File: src/rtl/uart_sat_cnt.sv
// rtl/uart_sat_cnt.sv - saturating event counter with synchronous clear
module uart_sat_cnt #(
  parameter int W = 8
) (
  input  logic         CLK,
  input  logic         RST,
  input  logic         clr,
  input  logic         inc,
  output logic [W-1:0] cnt
);

  always_ff @(posedge CLK or negedge RST) begin
    if (!RST) begin
      cnt <= '0;
    end else if (clr) begin
      cnt <= '0;
    end else if (inc && (cnt != '1)) begin
      cnt <= cnt + W'(1);
    end
  end

endmodule

File: config.mk
export PLATFORM = sky130hd
export DESIGN_NAME = uart_sat_cnt
export DESIGN_NICKNAME = d
export VERILOG_FILES = /design/src/rtl/uart_sat_cnt.sv
export SDC_FILE = /design/constraint.sdc
export NUM_CORES = 1
export LEC_CHECK = 0
export ABC_AREA = 1
export BUFFER_PORTS_ARGS = -buffer_cell sky130_fd_sc_hd__buf_2
export CELL_PAD_IN_SITES_DETAIL_PLACEMENT = 0
export CELL_PAD_IN_SITES_GLOBAL_PLACEMENT = 1
export CORE_MARGIN = 1
export CORE_UTILIZATION = 37
export CTS_BUF_LIST = sky130_fd_sc_hd__clkbuf_8 sky130_fd_sc_hd__clkbuf_16
export DETAILED_ROUTE_END_ITERATION = 8
export PLACE_DENSITY = 0.9
export SYNTH_ARGS = -nofsm -noshare
export SYNTH_HDL_FRONTEND = slang
export SYNTH_SLANG_ARGS = --single-unit
File: constraint.sdc
create_clock -name CLK -period 3.5 [get_ports CLK]
set_input_delay 0.7 -clock CLK [delete_from_list [all_inputs] [get_ports CLK]]
set_output_delay 0.7 -clock CLK [all_outputs]
set_load 0.03 [all_outputs]
== Word level (Yosys, flattened, before mapping) ==
Index checks and enable logic that the tools add are counted.

* Flip-flop bits (word level): 8
* Input bits: 4
* Output and inout bits: 8
* Word-level logic and storage cells: 7

* Add/sub/neg operators: 1
* Equality and inequality tests: 1
* Mux-type cells: 2
* Reduce and logical (&&, ||, !) cells: 2

{| class="wikitable"
|+ Operators by type and width
! operator !! count
|-
| $mux 8 || 2
|-
| $add 8x1->8 const B || 1
|-
| $ne 8x8->1 const B || 1
|-
| $reduce_bool 2->1 || 1
|-
| $logic_and 1x1->1 || 1
|}

== Longest topological paths before layout ==
Gate-level depths: netlist of the first run.

* Depth in word-level cells: 4
* Gate-level depth with buffers: 9
* Depth with buffers taken out: 9

== Worst setup path after synthesis of the first run ==
OpenSTA, ideal clock, no wires.

* Path type: flip-flop to flip-flop
* From: register cnt[0]
* To: register cnt[7]
* Clock period less this slack: 1.421 ns
* Path buffers: 0
* Setup slack: 2.079 ns
* Stages on the path, launching flop included: 8
* Library setup time: 0.113 ns
* Arrival: 1.309 ns
* Required time: 3.387 ns
* Cell sequence: dfrtp_1 -> ha_1 -> nand2_2 -> nor2_2 -> a21oi_1 -> nand3_1 -> nand2_1 -> inv_1

* Cells in the longest elaborated chain, start to end: 3
* Elaborated cells on any way between the ends: 6
* Classes of those cells: add/sub: 1; eq/ne: 1; mux: 2; reduce/logical: 2

{| class="wikitable"
|+ RTL lines
! element !! RTL line !! text
|-
| start, declared || 9 || <nowiki>output logic [W-1:0] cnt</nowiki>
|-
| start signal, assigned || 18 || <nowiki>cnt <= cnt + W'(1);</nowiki>
|-
| $add 8x1->8 or $ne 8x8->1 (tied branches) || 18, 17 ||
|-
| $mux 8 or $logic_and 1x1->1 (tied branches) || 17 || <nowiki>end else if (inc && (cnt != '1)) begin</nowiki>
|-
| $mux 8 or $reduce_bool 2->1 (tied branches) || -- ||
|}

Parallel ways exist; a longest one is shown, timed or not. The select of a mux whose other input is x is not followed.
A chain may end at the register's enable or synchronous reset.

== Worst setup path in the final report of the first run ==
* From: register cnt[5]
* To: output port cnt[5]

No word-level cell between the ends.

==> results of run 1 <==
==> power by group through the flow <==
| stage | Combinational [W] | Clock, W | Sequential (W) |
|---|---|---|---|
| 3_3_place_gp | 0.0000337 | 0 | 0.000104 |
| 3_5_place_dp | 0.0000336 | 0 | 0.000104 |
| 5_1_grt | 0.0000373 | 0.000120 | 0.000103 |
| 4_1_cts | 0.0000338 | 0.000115 | 0.000102 |
| 2_1_floorplan | 0.0000139 | 0 | 0.000111 |
| 6_report | 0.0000334 | 0.000112 | 0.000103 |
==> final timing paths <==
kind                        start  endpoint  slack (ns)  depth (start not counted)
setup reg to reg           cnt[0]    cnt[7]        2.10                          7
hold / removal                RST    cnt[4]        0.30                          1
hold reg to reg            cnt[3]    cnt[3]        0.55                          2
min in group CLK           cnt[3]    cnt[3]        0.55                          2
setup / recovery           cnt[5]    cnt[5]        1.87                          1
max in group asynchronous     RST    cnt[3]        3.03                          1
==> routing by layer <==
layer	up-vias	track usage	routed length, um	share of wire
met5	-	0	0	0
met4	0	0.1034	19	0.017
met3	3	0.05202	55	0.049
met2	13	0.2375	476	0.43
met1	227	0.2746	564	0.51
li1	261	-	-	-
==> area by class of cell <==
cell class              instances  area [um^2]  area share
repair buffers                 11        55.05     0.08782
flip-flops and latches          8        200.2      0.3194
clock buffers                   3        41.29     0.06587
well taps                      15        18.77     0.02994
inverters                      11        46.29     0.07385
multi-input cells              55        265.3      0.4232
==> kinds of logic after synthesis <==
group / after synthesis / synth area share
AOI/OAI and AO/OA: 8 / 0.09534
adders and majority gates: 1 / 0.02445
buffers and inverters: 11 / 0.09048
DFF: 8 / 0.3912
and+or+nand+nor: 46 / 0.3985
==> cell usage in the layout (no fill, tap or decap) <==
cell	synthesis	routed
a21oi_1	4	4
a21oi_2	1	1
buf_2	0	11
clkbuf_8	0	3
clkinv_4	1	1
dfrtp_1	8	8
ha_1	1	1
inv_1	10	10
nand2_1	25	25
nand2_2	2	2
nand2_4	1	1
nand3_1	9	9
nor2_1	5	5
nor2_2	2	2
nor3_1	2	2
o21ai_1	1	1
o21bai_1	2	2
==> stage by stage <==
stage          setup WS [ns]  area [um^2]
2_1_floorplan          2.079        511.7
3_3_place_gp           2.080        585.6
3_5_place_dp           2.059        585.6
6_report               1.871        626.9
4_1_cts                1.884        626.9
5_1_grt                1.848        626.9
==> results.sh, run 1 <==
export IMPL_ys_flop_type="dfrtp_1"
export IMPL_power_w=0.0002485
export IMPL_drive_above_1_share=0.2386
export IMPL_arrival_ns=0.93
export IMPL_crit_required_ns=2.80
export IMPL_intPower_w=0.0001818
export IMPL_synth_area_leader_cell="dfrtp_1"
export IMPL_whs_ns=0.3017
export IMPL_start_util=0.3933
export IMPL_yosysMostFrequentCell="nand2_1"
export IMPL_num_io_pins=12
export IMPL_fin_crit_sh=0.4655
export IMPL_largest_register="cnt"
export IMPL_synth_edff_count=0
export IMPL_setup_worst_path_end_class="output pin"
export IMPL_drt_iter0_drc=14
export IMPL_syn_inst=74
export IMPL_cp_top_family="flip-flops"
export IMPL_cts_buffers=3
export IMPL_cts_root_buf="clkbuf_8"
export IMPL_antenna_left=0
export IMPL_crit_chain="buf_2"
export IMPL_numPortBuffers=11
export IMPL_p_switching_w=0.00006663
export IMPL_cp_start_kind="register"
export IMPL_yosysSeqAreaShare=0.3912
export IMPL_synthesis_area_per_instance_um2=6.915
export IMPL_hold_path_class="in2async"
export IMPL_p_clk_frac=0.453
export IMPL_maxSlewHeadroom=0.7953
export IMPL_tns_ns=0
export IMPL_cts_tree="yes"
export IMPL_slowest_stage="dfrtp_1"
export IMPL_viasPerCell=4.893
export IMPL_grt_pass1_vias=414
export IMPL_yosysWarningCount=0
export IMPL_period_minus_slack_ns=1.629
export IMPL_status="finished, final reports clean"
export IMPL_num_vias=504
export IMPL_cts_sinks=8
export IMPL_place_inst=100
export IMPL_die_area_um2=1536
export IMPL_routabilityCongestion=0.8004
export IMPL_die_h_um=39.19
export IMPL_grt_total_usage=0.1873
export IMPL_power_density_nw_per_um2=396.4
export IMPL_synthArstFlopShare=1.000
export IMPL_netlist_area_um2=511.7
export IMPL_finClkSkew_ns=0.004146
export IMPL_antenna_found_initial=0
export IMPL_cpPeakStageDelay_ns=0.45
export IMPL_final_util=0.4817
export IMPL_hold_viol_final=0
export IMPL_clk_pin_slew_worst_paths_ns=0.04
export IMPL_synthDistinctLibCells=15
export IMPL_drt_total_wl_mm=1.115
export IMPL_yosys_top_cells_area="dfrtp_1 39%, nand2_1 18%, nand3_1 8.8%"
export IMPL_hpwl_um=801.6
export IMPL_drc_errors=0
export IMPL_max_freq_mhz=613.7
export IMPL_yosys_area_top_type_share=0.3912
export IMPL_clockBufferDepth=2
export IMPL_setup_viol=0
export IMPL_cts_resized=0
export IMPL_top_regs="cnt: 8 flops"
export IMPL_ys_ff_latch=8
export IMPL_crit_fanout=7
export IMPL_power_frac_seq=0.413
export IMPL_drt_pass1_iter_count=4
export IMPL_syn_nets=79
export IMPL_clkLatencyLatePin_ns=0.23
export IMPL_layout_nets=95
export IMPL_rsz0062_at_grt="no"
export IMPL_netlist_top_cells_count="25 x nand2_1, 10 x inv_1, 9 x nand3_1"
export IMPL_wl_per_cell_um=10.83
export IMPL_maxCapViolations=0
export IMPL_slew_violations=0
export IMPL_ir_drop_uv=141.0
export IMPL_gr_total_overflow=0
export IMPL_coreArea_um2=1301
export IMPL_fill_cells=146
export IMPL_largest_register_ffs=8
export IMPL_cts_setup_buffers=0
export IMPL_grt_pass1_wl_mm=1.828
export IMPL_p_leak_nw=0.3358
export IMPL_crit_type="reg2out"
export IMPL_grt_max_degree=9
export IMPL_cts_hold_buf=0
export IMPL_area_delta_synth_final_pct=22.49
export IMPL_fin_cells=103
export IMPL_path_buf_inv=1
export IMPL_combPwrFrac=0.134
export IMPL_antennaDiodeCount=0
export IMPL_die_w_um=39.19
export IMPL_tightestPinTransition_ns=0.3070
export IMPL_swShare=0.2682
export IMPL_rows=13
export IMPL_htreeDepth=1
Note: power is estimated with default switching activity, not from simulation.
==> run 2: changes to the inputs <==
- CORE_UTILIZATION: 37 -> 31
- PLACE_DENSITY: 0.9 -> 0.82
- clock period: 3.5 -> 1.4 ns (I/O delays scaled with it)
==> run 2 against run 1 <==
Against the previous run: non-clock buffer count increased by 2; largest cell class unchanged; sequential cell count stayed put; register-to-register slack got worse by 2.0 ns; die area up 18%; clock power rose to 2.6 times the previous value; combinational power increased to 2.8 times the previous value; worst setup slack worse by 1.8 ns; sequential share of layout area shrank 1.4 points; first-iteration DRC count grew 29%; design area up 5.8%; hold slack improved by 0.024 ns; clock skew barely moved.
==> results.sh, run 2 (same netlist as run 1, synthesis figures left out) <==
export IMPL_status="finished, final reports clean"
export IMPL_clkLatencyLatePin_ns=0.23
export IMPL_slowest_stage="dfrtp_2"
export IMPL_crit_type="reg2reg"
export IMPL_drt_pass1_iter_count=4
export IMPL_min_delay_start="inc"
export IMPL_numPortBuffers=11
export IMPL_top_regs="cnt: 8 flops"
export IMPL_cts_sinks=8
export IMPL_wl_per_cell_um=11.35
export IMPL_cp_top_family="simple AND/OR/NAND/NOR gates"
export IMPL_crit_chain="ha_2 > nand2_4 > nor2_2 > nand2_1 > nand2_2 > nand2_4 > clkinv_4 > nand2_1 > nand2_1"
export IMPL_grt_pass1_vias=456
export IMPL_cts_root_buf="clkbuf_8"
export IMPL_intPower_w=0.0004645
export IMPL_die_h_um=42.63
export IMPL_startpoint="cnt[0]"
export IMPL_cts_tree="yes"
export IMPL_num_vias=540
export IMPL_hold_viol_final=0
export IMPL_setup_worst_path_end_class="register"
export IMPL_drive_above_1_share=0.2857
export IMPL_rsz0062_at_grt="no"
export IMPL_maxCapViolations=0
export IMPL_p_switching_w=0.0001767
export IMPL_grt_max_degree=9
export IMPL_crit_fanout=6
export IMPL_ir_drop_uv=771.7
export IMPL_layout_nets=97
export IMPL_clk_pin_slew_worst_paths_ns=0.05
export IMPL_drt_total_wl_mm=1.214
export IMPL_p_clk_frac=0.456
export IMPL_cpPeakStageDelay_ns=0.42
export IMPL_start_util=0.3358
export IMPL_period_minus_slack_ns=1.313
export IMPL_fin_cells=107
export IMPL_cp_start_kind="register"
export IMPL_timing_rr_start="cnt[0]"
export IMPL_htreeDepth=1
export IMPL_met2_usage=0.2000
export IMPL_gr_usage_met3=0.05172
export IMPL_final_cell_mix="25 x nand2_1, 11 x inv_1, 11 x buf_2"
export IMPL_clockBufferDepth=2
export IMPL_path_buf_inv=1
export IMPL_area_delta_synth_final_pct=29.58
export IMPL_maxSlewHeadroom=0.8020
export IMPL_path_common_cell="nand2_1"
export IMPL_cts_setup_buffers=0
export IMPL_antennaDiodeCount=0
export IMPL_final_common_cell="nand2_1"
export IMPL_die_w_um=42.63
export IMPL_largest_register="cnt"
export IMPL_routabilityCongestion=0.8160
export IMPL_largest_register_ffs=8
export IMPL_coreArea_um2=1524
export IMPL_setup_viol=0
export IMPL_drc_errors=0
export IMPL_place_inst=102
export IMPL_cts_buffers=3
export IMPL_power_density_nw_per_um2=966.9
export IMPL_fin_crit_sh=0.9380
export IMPL_hpwl_um=918.8
export IMPL_grt_total_usage=0.1508
export IMPL_antenna_left=0
export IMPL_drt_iter0_drc=18
export IMPL_swShare=0.2756
export IMPL_busiest_layer="met1"
export IMPL_tightestPinTransition_ns=0.2960
export IMPL_max_freq_mhz=761.5
export IMPL_gr_total_overflow=0
export IMPL_p_leak_nw=0.3603
export IMPL_power_frac_seq=0.400
export IMPL_crit_required_ns=1.52
export IMPL_antenna_found_initial=0
export IMPL_num_io_pins=12
export IMPL_hold_path_class="in2reg"
export IMPL_arrival_ns=1.43
export IMPL_rows=14
export IMPL_combPwrFrac=0.144
export IMPL_viasPerCell=5.047
export IMPL_die_area_um2=1817
export IMPL_use_met1=0.2133
export IMPL_slew_violations=0
export IMPL_grt_pass1_wl_mm=2.001
export IMPL_finClkSkew_ns=0.004264
export IMPL_tns_ns=0
==> run 2: worst paths after layout <==
path                          end  slack [ns]  cells past startpoint
min in group asynchronous  cnt[2]        0.43                      2
min                        cnt[5]        0.33                      3
min reg2reg                cnt[6]        0.53                      2
max in group asynchronous  cnt[1]        0.77                      2
max reg2reg                cnt[3]        0.09                      9
max                        cnt[3]        0.09                      9
==> run 2: per-layer routing <==
layer | vias to the layer above | part of all wire
met5 | - | 0
met2 | 14 | 0.45
met1 | 255 | 0.49
li1 | 269 | -
met3 | 2 | 0.049
met4 | 0 | 0.015
==> run 2: cell type report <==
| type | instances | area [um^2] |
|---|---|---|
| well taps | 16 | 20.02 |
| multi-input cells | 55 | 276.5 |
| repair buffers | 13 | 72.57 |
| fillers | 176 | 860.8 |
| inverters | 11 | 46.29 |
| clock buffers | 3 | 41.29 |
| flip-flops and latches | 8 | 202.7 |
| clock inverters | 1 | 3.754 |
==> run 2: what timing repair did <==
action	CTS	global route
endpoints found under the setup margin	1	5
resized for setup	1	2
hold endpoints to repair	8	0
hold buffers	1	0
==> run 2: worst register-to-register path, delay by kind of cell (launching register included) <==
| kind | cells | cell delay, ns |
|---|---|---|
| buffers and inverters | 1 | 0.08 |
| adders and majority gates | 1 | 0.21 |
| DFF | 1 | 0.42 |
| and+or+nand+nor | 7 | 0.50 |
==> run 2: per-stage QoR <==
stage / hold WS (ns) / cell area, um^2 / setup WS (ns) / utilization / power (W)
2_1_floorplan: -0.01559 / 514.2 / 0.03099 / - / 0.0003129
3_3_place_gp: 0.1439 / 596.8 / 0.06343 / 0.3916 / 0.0003489
3_5_place_dp: 0.1468 / 596.8 / 0.006049 / 0.3916 / 0.0003480
4_1_cts: 0.3262 / 655.6 / 0.04930 / 0.4302 / 0.0006457
5_1_grt: 0.3389 / 663.1 / 0.008736 / 0.4351 / 0.0006721
6_report: 0.3261 / 663.1 / 0.08679 / 0.4351 / 0.0006412
==> run 2: power by group through the flow <==
stage / sequential, W / combinational [W] / clock [W]
2_1_floorplan: 0.000278 / 0.0000346 / 0
3_3_place_gp: 0.000259 / 0.0000904 / 0
3_5_place_dp: 0.000259 / 0.0000892 / 0
4_1_cts: 0.000256 / 0.0000923 / 0.000298
5_1_grt: 0.000258 / 0.000100 / 0.000314
6_report: 0.000256 / 0.0000923 / 0.000293
==> run 3: changes to the inputs <==
- ABC_AREA: 1 -> default
- CORE_UTILIZATION: 31 -> 32
- PLACE_DENSITY: 0.82 -> 0.81
==> run 3 against run 2 <==
Against the previous run: critical path type unchanged; worst setup slack got worse by 0.059 ns; sequential power decreased by 4%; area after synthesis decreased by 9.3%; clock-buffer cell count unchanged; final cell count decreased by 21%; utilization increased by 8.4 points; critical endpoint unchanged; largest cell class unchanged.
==> results.sh, run 3 <==
export IMPL_status="finished, final reports clean"
export IMPL_grt_total_usage=0.1870
export IMPL_clkLatencyLatePin_ns=0.23
export IMPL_synthDistinctLibCells=28
export IMPL_coreArea_um2=1318
export IMPL_fill_cells=125
export IMPL_final_cell_mix="11 x buf_2, 7 x buf_4, 4 x nor3_1, 4 x dfrtp_2, 4 x dfrtp_1"
export IMPL_hpwl_um=842.9
export IMPL_rows=13
export IMPL_power_w=0.0006142
export IMPL_setup_viol=0
export IMPL_power_frac_seq=0.399
export IMPL_synth_edff_count=0
export IMPL_clk_pin_slew_worst_paths_ns=0.04
export IMPL_p_clk_frac=0.473
export IMPL_finalWorstSetupSlack_ns=0.02815
export IMPL_drt_total_wl_mm=1.244
export IMPL_whs_ns=0.3557
export IMPL_clockBufferDepth=2
export IMPL_grt_pass1_wl_mm=1.863
export IMPL_yosys_top_cells_area="dfrtp_1 43%, mux2_2 4.9%, nor3_1 4.3%"
export IMPL_layout_nets=76
export IMPL_drt_iter0_drc=8
export IMPL_num_io_pins=12
export IMPL_viasPerCell=5.435
export IMPL_ir_drop_uv=526.9
export IMPL_power_density_nw_per_um2=897.4
export IMPL_antenna_left=0
export IMPL_antennaDiodeCount=0
export IMPL_top_regs="cnt: 8 flops"
export IMPL_yosysSeqAreaShare=0.4313
export IMPL_drive_above_1_share=0.4714
export IMPL_synthesis_area_per_instance_um2=9.473
export IMPL_finClkSkew_ns=0.0004848
export IMPL_p_switching_w=0.0001494
export IMPL_netlist_area_um2=464.2
export IMPL_hold_path_class="in2reg"
export IMPL_dp_slack_ns=-0.001280
export IMPL_intPower_w=0.0004648
export IMPL_drc_errors=0
export IMPL_rsz0062_at_grt="yes"
export IMPL_fin_crit_sh=0.9799
export IMPL_slew_violations=0
export IMPL_die_w_um=40.09
export IMPL_largest_register_ffs=8
export IMPL_numPortBuffers=11
export IMPL_maxSlewHeadroom=0.7562
export IMPL_combPwrFrac=0.127
export IMPL_wl_per_cell_um=14.64
export IMPL_p_leak_nw=0.3120
export IMPL_arrival_ns=1.48
export IMPL_cts_root_buf="clkbuf_8"
export IMPL_yosys_area_top_type_share=0.4313
export IMPL_synthArstFlopShare=1.000
export IMPL_cts_sinks=8
export IMPL_crit_required_ns=1.51
export IMPL_yosysMostFrequentCell="dfrtp_1"
export IMPL_grt_pass1_vias=433
export IMPL_yosysWarningCount=0
export IMPL_htreeDepth=1
export IMPL_die_h_um=40.09
export IMPL_netlist_top_cells_count="8 x dfrtp_1, 4 x nor3_1, 3 x a21oi_1, 3 x nand2b_1, 3 x nor2b_1"
export IMPL_grt_max_degree=12
export IMPL_tightestPinTransition_ns=0.3648
export IMPL_tns_ns=0
export IMPL_final_common_cell="buf_2"
export IMPL_syn_nets=54
export IMPL_drt_pass1_iter_count=4
export IMPL_ys_flop_type="dfrtp_1"
export IMPL_gr_total_overflow=0
export IMPL_cts_buffers=3
export IMPL_start_util=0.3523
export IMPL_ys_ff_latch=8
export IMPL_max_freq_mhz=728.9
export IMPL_period_minus_slack_ns=1.372
export IMPL_num_vias=462
export IMPL_setup_worst_path_end_class="register"
export IMPL_crit_type="reg2reg"
export IMPL_hold_viol_final=0
export IMPL_area_delta_synth_final_pct=47.44
export IMPL_swShare=0.2432
export IMPL_routabilityCongestion=0.7349
export IMPL_synth_area_leader_cell="dfrtp_1"
export IMPL_antenna_found_initial=0
export IMPL_cp_start_kind="register"
export IMPL_die_area_um2=1607
export IMPL_crit_fanout=4
export IMPL_maxCapViolations=0
export IMPL_cts_tree="yes"
export IMPL_syn_inst=49
export IMPL_largest_register="cnt"
==> run 3: changes by cell type in the layout (fill, tap and decap cells not counted), moves of 6 or more <==
cell / previous run / this run
buf_4: 1 / 7
inv_1: 11 / 3
nand2_1: 25 / 2
nand3_1: 9 / 2
==> run 3: layer usage <==
metal  track usage  up-vias  part of all wire
met5             0        -                 0
met2        0.3024       13              0.50
met4       0.07759        0             0.015
met3       0.08333        3             0.048
li1              -      224                 -
met1        0.2116      222              0.44
==> run 3: power by group through the flow <==
stage          Sequential (W)  Combinational [W]  Clock (W)
2_1_floorplan        0.000263          0.0000280          0
3_3_place_gp         0.000248          0.0000720          0
3_5_place_dp         0.000249          0.0000748          0
4_1_cts              0.000245          0.0000788   0.000299
5_1_grt              0.000246          0.0000863   0.000308
6_report             0.000245          0.0000783   0.000291
==> run 3: final timing paths <==
path                            cells after the start  slack, ns     end    from
worst min-delay path                                2       0.36  cnt[7]     clr
worst min register to register                      2       0.61  cnt[6]  cnt[6]
worst max register to register                      4       0.03  cnt[3]  cnt[1]
worst max-delay path                                4       0.03  cnt[3]  cnt[1]
max in group asynchronous                           2       0.79  cnt[3]     RST
min in group asynchronous                           2       0.43  cnt[7]     RST
==> run 3: timing repair <==
| action | 4_1_cts | 5_1_grt |
|---|---|---|
| pin swaps | 0 | 2 |
| buffers inserted | 0 | 1 |
| setup endpoints to repair | 2 | 4 |
| endpoints found under the hold margin | 8 | 0 |
| resized for setup | 2 | 5 |
| gates cloned | 0 | 0 |
| hold buffers | 1 | 0 |
==> run 3: area by class of cell <==
class	count	area [um^2]	share of cell area
multi-input cells	37	290.3	0.4241
flip-flops and latches	8	205.2	0.2998
repair buffers	19	117.6	0.1718
clock buffers	3	41.29	0.06033
well taps	15	18.77	0.02742
inverters	2	7.507	0.01097
clock inverters	1	3.754	0.005484
==> run 3: worst max-delay path: stages (launching register included) <==
cell     delay (ns)
dfrtp_2        0.42
ha_4           0.17
and4_4         0.20
a21oi_2        0.16
mux2_4         0.31
==> run 3: metrics by stage <==
stage / instance area, um^2 / utilization / cells
2_1_floorplan: 488.0 / - / 49
3_3_place_gp: 598.1 / 0.4539 / 79
3_5_place_dp: 598.1 / 0.4539 / 79
4_1_cts: 664.4 / 0.5043 / 84
5_1_grt: 684.4 / 0.5195 / 85
6_report: 684.4 / 0.5195 / 85
==> run 3: logic make-up (layout without fill, tap and decap cells) <==
| kind of cell | Yosys count | count (layout) | synth area share |
|---|---|---|---|
| and+or+nand+nor | 24 | 24 | 0.3100 |
| DFF | 8 | 8 | 0.4313 |
| muxes | 3 | 3 | 0.07008 |
| buffers and inverters | 4 | 25 | 0.03503 |
| adders and majority gates | 1 | 1 | 0.02695 |
| AOI/OAI and AO/OA | 9 | 9 | 0.1267 |
